$ cat src/rtl/vga_pkg.sv
// vga_pkg: shared VGA timing constants, token codes and glyph geometry.
package vga_pkg;
  localparam int H_VIS = 640, H_FP = 16, H_SYNC = 96, H_BP = 48;
  localparam int V_VIS = 480, V_FP = 10, V_SYNC = 2, V_BP = 33;
  localparam int GLYPH_W = 8, GLYPH_H = 16;
  localparam logic [3:0] TOK_PLUS = 4'ha, TOK_MINUS = 4'hb, TOK_MUL = 4'hc;
  localparam logic [3:0] TOK_DIV = 4'hd, TOK_EQ = 4'he, TOK_BLANK = 4'hf;
endpackage

$ cat src/rtl/glyph_rom.sv
// glyph_rom: 16 glyphs x 16 rows x 8 bits, addressed by {token, row}, registered output.
// Glyph art occupies rows 4..11; the other rows and the blank token are all zero.
module glyph_rom
  import vga_pkg::*;
(
  input  logic       clk,
  input  logic       rst_n,
  input  logic [7:0] addr_i,
  output logic [7:0] data_o
);
  logic [63:0] g;
  logic [3:0]  r;
  logic [7:0]  data_d;
  always_comb begin
    case (addr_i[7:4])
      4'h0:      g = 64'h3C666E7666663C00;
      4'h1:      g = 64'h1838181818187E00;
      4'h2:      g = 64'h3C66060C30607E00;
      4'h3:      g = 64'h3C66061C06663C00;
      4'h4:      g = 64'h0C1C3C6C7E0C0C00;
      4'h5:      g = 64'h7E607C0606663C00;
      4'h6:      g = 64'h3C607C6666663C00;
      4'h7:      g = 64'h7E060C1818181800;
      4'h8:      g = 64'h3C66663C66663C00;
      4'h9:      g = 64'h3C66663E060C3800;
      TOK_PLUS:  g = 64'h0018187E18180000;
      TOK_MINUS: g = 64'h0000007E00000000;
      TOK_MUL:   g = 64'h00663CFF3C660000;
      TOK_DIV:   g = 64'h02060C1830604000;
      TOK_EQ:    g = 64'h00007E007E000000;
      default:   g = '0;
    endcase
    r = addr_i[3:0];
    data_d = (r >= 4'd4 && r < 4'd12) ? g[{~3'(r - 4'd4), 3'b000} +: 8] : 8'h00;
  end
  always_ff @(posedge clk or negedge rst_n)
    if (!rst_n) data_o <= 8'h00;
    else data_o <= data_d;
endmodule

$ cat src/rtl/vga_token_renderer.sv
// vga_token_renderer: scans a 96-token calculator buffer out as a VGA text line.
// Pipeline: S0 counters, S1 token/region/sync, S2 glyph byte and sync outputs.
module vga_token_renderer
  import vga_pkg::*;
#(
  parameter int         X0       = 128,
  parameter int         Y0       = 224,
  parameter int         COLS     = 48,
  parameter logic [7:0] FG_COLOR = 8'hFF,
  parameter logic [7:0] BG_COLOR = 8'h00,
  parameter int         H_ACTIVE = H_VIS,
  parameter int         V_ACTIVE = V_VIS
) (
  input  logic         clk,
  input  logic         rst_n,
  input  logic [0:383] buffer,
  output logic         vga_hs,
  output logic         vga_vs,
  output logic [7:0]   rgb,
  output logic         frame_start
);
  // Visible size is overridable; porch and sync widths stay fixed.
  localparam logic [9:0] H_LAST = 10'(H_ACTIVE + H_FP + H_SYNC + H_BP - 1);
  localparam logic [9:0] V_LAST = 10'(V_ACTIVE + V_FP + V_SYNC + V_BP - 1);
  localparam logic [9:0] HS_ON = 10'(H_ACTIVE + H_FP), HS_OFF = 10'(H_ACTIVE + H_FP + H_SYNC);
  localparam logic [9:0] VS_ON = 10'(V_ACTIVE + V_FP), VS_OFF = 10'(V_ACTIVE + V_FP + V_SYNC);
  localparam logic [9:0] HV = 10'(H_ACTIVE), VV = 10'(V_ACTIVE);
  localparam logic [9:0] XL = 10'(X0), XR = 10'(X0 + GLYPH_W * COLS);
  localparam logic [9:0] YT = 10'(Y0), YB = 10'(Y0 + 2 * GLYPH_H);
  logic [9:0]   h_q, h_d, v_q, v_d, hr;
  logic [4:0]   vr;
  logic [6:0]   idx;
  logic         in_reg;
  logic [0:383] snap_q;
  logic [3:0]   tok1_q, grow1_q;
  logic [2:0]   gcol1_q, gcol2_q;
  logic         reg1_q, vis1_q, hs1_q, vs1_q, reg2_q;
  logic [7:0]   glyph;
  always_comb begin
    h_d = (h_q == H_LAST) ? '0 : h_q + 10'd1;
    v_d = (h_q != H_LAST) ? v_q : (v_q == V_LAST) ? '0 : v_q + 10'd1;
    hr = h_q - XL;
    vr = 5'(v_q - YT);
    idx = (vr[4] ? 7'(COLS) : 7'd0) + hr[9:3];
    in_reg = h_q >= XL && h_q < XR && v_q >= YT && v_q < YB;
    frame_start = h_q == 10'd0 && v_q == VV;
    rgb = reg2_q ? (glyph[3'd7 - gcol2_q] ? FG_COLOR : BG_COLOR) : 8'h00;
  end
  always_ff @(posedge clk or negedge rst_n) begin
    if (!rst_n) begin
      h_q <= '0;
      v_q <= '0;
      snap_q <= '1;
      tok1_q <= '0;
      grow1_q <= '0;
      gcol1_q <= '0;
      gcol2_q <= '0;
      reg1_q <= 1'b0;
      vis1_q <= 1'b0;
      reg2_q <= 1'b0;
      hs1_q <= 1'b1;
      vs1_q <= 1'b1;
      vga_hs <= 1'b1;
      vga_vs <= 1'b1;
    end else begin
      h_q <= h_d;
      v_q <= v_d;
      if (frame_start) snap_q <= buffer;
      tok1_q <= snap_q[9'(380) - {idx, 2'b00} +: 4];
      grow1_q <= vr[3:0];
      gcol1_q <= hr[2:0];
      reg1_q <= in_reg;
      vis1_q <= h_q < HV && v_q < VV;
      hs1_q <= !(h_q >= HS_ON && h_q < HS_OFF);
      vs1_q <= !(v_q >= VS_ON && v_q < VS_OFF);
      gcol2_q <= gcol1_q;
      reg2_q <= reg1_q & vis1_q;
      vga_hs <= hs1_q;
      vga_vs <= vs1_q;
    end
  end
  glyph_rom u_rom (
    .clk   (clk),
    .rst_n (rst_n),
    .addr_i({tok1_q, grow1_q}),
    .data_o(glyph)
  );
endmodule

$ cat config.mk
export PLATFORM = sky130hd
export DESIGN_NAME = vga_token_renderer
export DESIGN_NICKNAME = d
export VERILOG_FILES = /design/src/rtl/vga_pkg.sv /design/src/rtl/glyph_rom.sv /design/src/rtl/vga_token_renderer.sv
export SDC_FILE = /design/constraint.sdc
export NUM_CORES = 1
export LEC_CHECK = 0
export CAP_MARGIN = 20
export CORE_UTILIZATION = 49
export CTS_BUF_LIST = sky130_fd_sc_hd__clkbuf_8
export CTS_CLUSTER_SIZE = 40
export DETAILED_ROUTE_END_ITERATION = 10
export PLACE_DENSITY = 0.79
export SYNTH_ARGS = -nofsm -noshare
export SYNTH_HDL_FRONTEND = slang
export SYNTH_SLANG_ARGS = --single-unit
export TNS_END_PERCENT = 1
$ cat constraint.sdc
create_clock -name clk -period 2.07 [get_ports clk]
set_input_delay 0.414 -clock clk [delete_from_list [all_inputs] [get_ports clk]]
set_output_delay 0.414 -clock clk [all_outputs]
set_load 0.01 [all_outputs]
==> out/summary.txt <==
Crit. Startpoint = h_q[3]
CTS sink count = 432
critical-path cell list = buf_12 -> buf_12 -> mux4_2 -> mux4_2 -> mux2i_2 -> o22ai_1 -> o21bai_1
port bufs = 396
DRT met1 WL = 23,510 um
ys async rst share = 100.0%
vias = 13,988
Buf+Inv Stages, Crit Path = 2
CP max FO = 13
post-synthesis simple-gate area fraction = 3.691%
period utilisation layout = 119.5%
P_sw = 0.003849 W
CP max stage cell = mux4_2
Synth Instances = 1,374
slew at the pin closest to its max-slew limit = 0.5435 ns
Reg clk slew, reported paths = 0.06 ns
Vias/cell = 5.573
Worst Setup Start Kind = register
skew final = 0.02411 ns
adder-cell share of the synthesized area = 1.053%
die height = 208.6 um
RSZ-0062 raised after global routing = true
Clk pwr share = 47.1%
Synth Area in XOR/XNOR = 0.4187%
Hold Vio Cnt, Final = 0
GRT Residual Overflow = 0
Switching Share = 21.49%
GR Util All Layers = 27.11%
Die W = 208.6 um
top routing layer in use = met5
max cap viols = 0
# IOs = 397
ANT nets after route = 0
CP Class = register to register
Placed Area = 26,510 sq um
Skew-Pair Late Insertion Delay = 0.63 ns
failing checks = setup timing
critical path's largest stage delay = 0.54 ns
Slew HR = 63.77%
routed wl met3 = 3487 um
Yosys warning total = 0
final std cells w/o fill = 2,510
Worst R2R Start = h_q[3]
post-synthesis register bit count = 432
Clock Root Buffer = clkbuf_8
final core occ = 67.72%
# DRC = 0
H-tree Lvls = 3
max frequency = 404.4 MHz
Met2 Routed Length = 29,480 um
WL final = 58,430 um
first-pass GRT wire length = 89,240 um
Synth Net Count = 1,777
Req. time, crit path = 2.58 ns
Gate power share = 5.5%
Slew Viols, Final = 0
sequential power share = 47.4%
run status = complete, but fails checks
Pint = 0.01406 W
post-route cell area = 28,470 sq um
cell area after synthesis = 20,920 sq um
number of iterations in the first detailed-routing pass = 4
synthesized area per cell = 15.22 sq um
Worst Setup End Kind = register
initial antenna violation count = 16
worst hold start = gcol1_q[0]
share of cells above drive strength 1 = 60.66%
largest family of logic cells by synthesized area = multiplexers
Clock Tree Buf Depth = 3
Core Region = 42,040 sq um
gpl congestion = 0.8806
multiplexer share of the synthesized area = 33.89%
cts bufs inserted = 76
Post-Place Cells = 2,355
minimum clock period = 2.473 ns
Hold WS = 0.3530 ns
Seq/Total Area, Yosys = 54.00%
dominant synthesized flop cell = dfstp_2
TritonCTS clock tree = done
largest net degree at the start of global routing = 62
Die Area = 43,520 sq um
Layout area overhead = 36.11%
Synth Area in Compound Gates = 3.715%
pwr/cell area = 629.2 nW/um^2
peak supply drop = 0.5250 mV
Leak = 11.64 nW
vias in the first global route = 15,330
WL/cell = 23.28 um
post-synthesis cell type count = 54
Initial Util = 49.75%
final setup margin = -0.4027 ns
fillers = 2,917
final setup fails = 391
nets@finish = 2,312
Initial DRC Count = 727
number of flops mapped to enable cells by yosys = 0
Worst Path Arrival = 2.99 ns
DP HPWL = 43,390 um
Core Rows = 75
Worst Hold Class = register to register
CP delay by family, top = multiplexers
## per-stage QoR
step	setup TNS, ns	worst slack [ns]	total power, W
floorplan	-0.2354	-0.07451	0.008615
global placement	-125.68	-0.3504	0.009589
finish	-82.13	-0.4027	0.01791
global route	-130.46	-0.4714	0.01850
CTS	-66.27	-0.4179	0.01808
detailed placement	-121.04	-0.3883	0.009603
## cell families after synthesis
group | Yosys count
AO/OA/AOI/OAI | 121
XOR/XNOR | 10
adder cells (fa/ha/maj) | 17
buffers and inverters | 116
flip-flops | 432
multiplexers | 526
AND/OR/NAND/NOR | 152
## path summary, 6_finish.rpt
path                                    to  slack [ns]  cells past startpoint
min in group asynchronous        tok1_q[3]        0.37                      2
max in group asynchronous        snap_q[0]        0.93                      3
worst max-delay path             tok1_q[3]       -0.40                      7
worst min register to register  gcol2_q[0]        0.35                      0
worst min-delay path            gcol2_q[0]        0.35                      0
worst max register to register   tok1_q[3]       -0.40                      7
## sequential cells by signal, indices dropped and copies added, names as in the netlist
name / count
snap_q: 384
h_q: 10
v_q: 10
u_rom.data_o: 7
grow1_q: 4
tok1_q: 4
gcol1_q: 3
gcol2_q: 3
hs1_q: 1
reg1_q: 1
reg2_q: 1
vga_hs: 1
vga_vs: 1
vis1_q: 1
vs1_q: 1
## cells in the final DEF (no fill, tap or decap), types with 4 or more instances in the layout
master	n
dfstp_2	388
mux2_2	384
clkdlybuf4s50_1	384
buf_4	120
mux4_2	107
clkbuf_8	96
dfrtp_1	40
inv_1	38
buf_12	35
nand2_1	34
o21ai_0	32
nor2_1	27
mux2i_1	25
nand3_1	21
a21oi_1	19
nor2b_1	15
ha_1	15
o211ai_1	13
a31oi_1	11
nor3_1	10
clkinv_2	9
nand2b_1	7
and3_1	7
nand4_1	7
buf_6	7
diode_2	6
a211oi_1	6
bufinv_16	6
o22ai_1	5
o21ai_1	5
xnor2_1	5
buf_2	5
xor2_1	4
nand3b_1	4
a21o_1	4
mux2_4	4
## repair_timing
action,CTS,global route
setup buffers,5,7
hold endpoints to repair,14,0
endpoints found under the setup margin,401,403
pin swaps,3,4
cloned,0,2
hold buffers,1,0
gates resized for setup,60,22
## layer usage
layer / track usage (%) / vias to the layer above
li1: - / 6215
met3: 6.402 / 131
met5: 0 / -
met2: 45.53 / 448
met4: 11.13 / 20
met1: 33.83 / 7174
## power groups by stage
stage / Sequential, W / Combinational (W) / Clock [W]
finish: 0.00849 / 0.000989 / 0.00844
global route: 0.00848 / 0.00105 / 0.00897
CTS: 0.00849 / 0.00100 / 0.00859
detailed placement: 0.00861 / 0.000994 / 0
global placement: 0.00861 / 0.000981 / 0
floorplan: 0.00861 / 0.00000612 / 0
## cell type report
type                            instances  area (sq um)  share of cell area (%)
Clock buffer                           96          1321                   4.641
Multi-Input combinational cell        826          9112                   32.01
Clock inverter                         38         311.5                   1.094
Tap cell                              539         674.4                   2.369
Timing Repair Buffer                  558          5669                   19.91
Sequential cell                       432         11310                   39.72
Antenna cell                            6         15.01                 0.05274
Inverter                               15         56.30                  0.1978
## synth_stat cells (all sizes together), types with 2 or more instances
| cell | n | share of area, % |
|---|---|---|
| dfstp | 388 | 49 |
| mux2 | 388 | 21 |
| mux4 | 107 | 12 |
| buf | 86 | 2.7 |
| dfrtp | 44 | 5.3 |
| o21ai | 37 | 0.89 |
| nand2 | 36 | 0.65 |
| mux2i | 31 | 1.5 |
| nor2 | 27 | 0.48 |
| nand3 | 22 | 0.53 |
| a21oi | 20 | 0.48 |
| ha | 16 | 0.96 |
| nor2b | 16 | 0.48 |
| clkbuf | 15 | 0.27 |
| inv | 15 | 0.27 |
| o211ai | 13 | 0.47 |
| a31oi | 11 | 0.33 |
| nor3 | 11 | 0.26 |
| a211oi | 8 | 0.29 |
| nand2b | 8 | 0.24 |
| and3 | 7 | 0.21 |
| nand4 | 7 | 0.21 |
| xnor2 | 6 | 0.25 |
| o22ai | 5 | 0.15 |
| a21o | 4 | 0.14 |
| and2 | 4 | 0.12 |
| nand3b | 4 | 0.14 |
| nor4 | 4 | 0.15 |
| xor2 | 4 | 0.17 |
| a2111oi | 3 | 0.13 |
| o31ai | 3 | 0.11 |
| a211o | 2 | 0.084 |
| a221o | 2 | 0.096 |
| a32o | 2 | 0.096 |
| o221ai | 2 | 0.084 |
| or2 | 2 | 0.060 |
No activity file was read; power rests on OpenSTA's default activity.
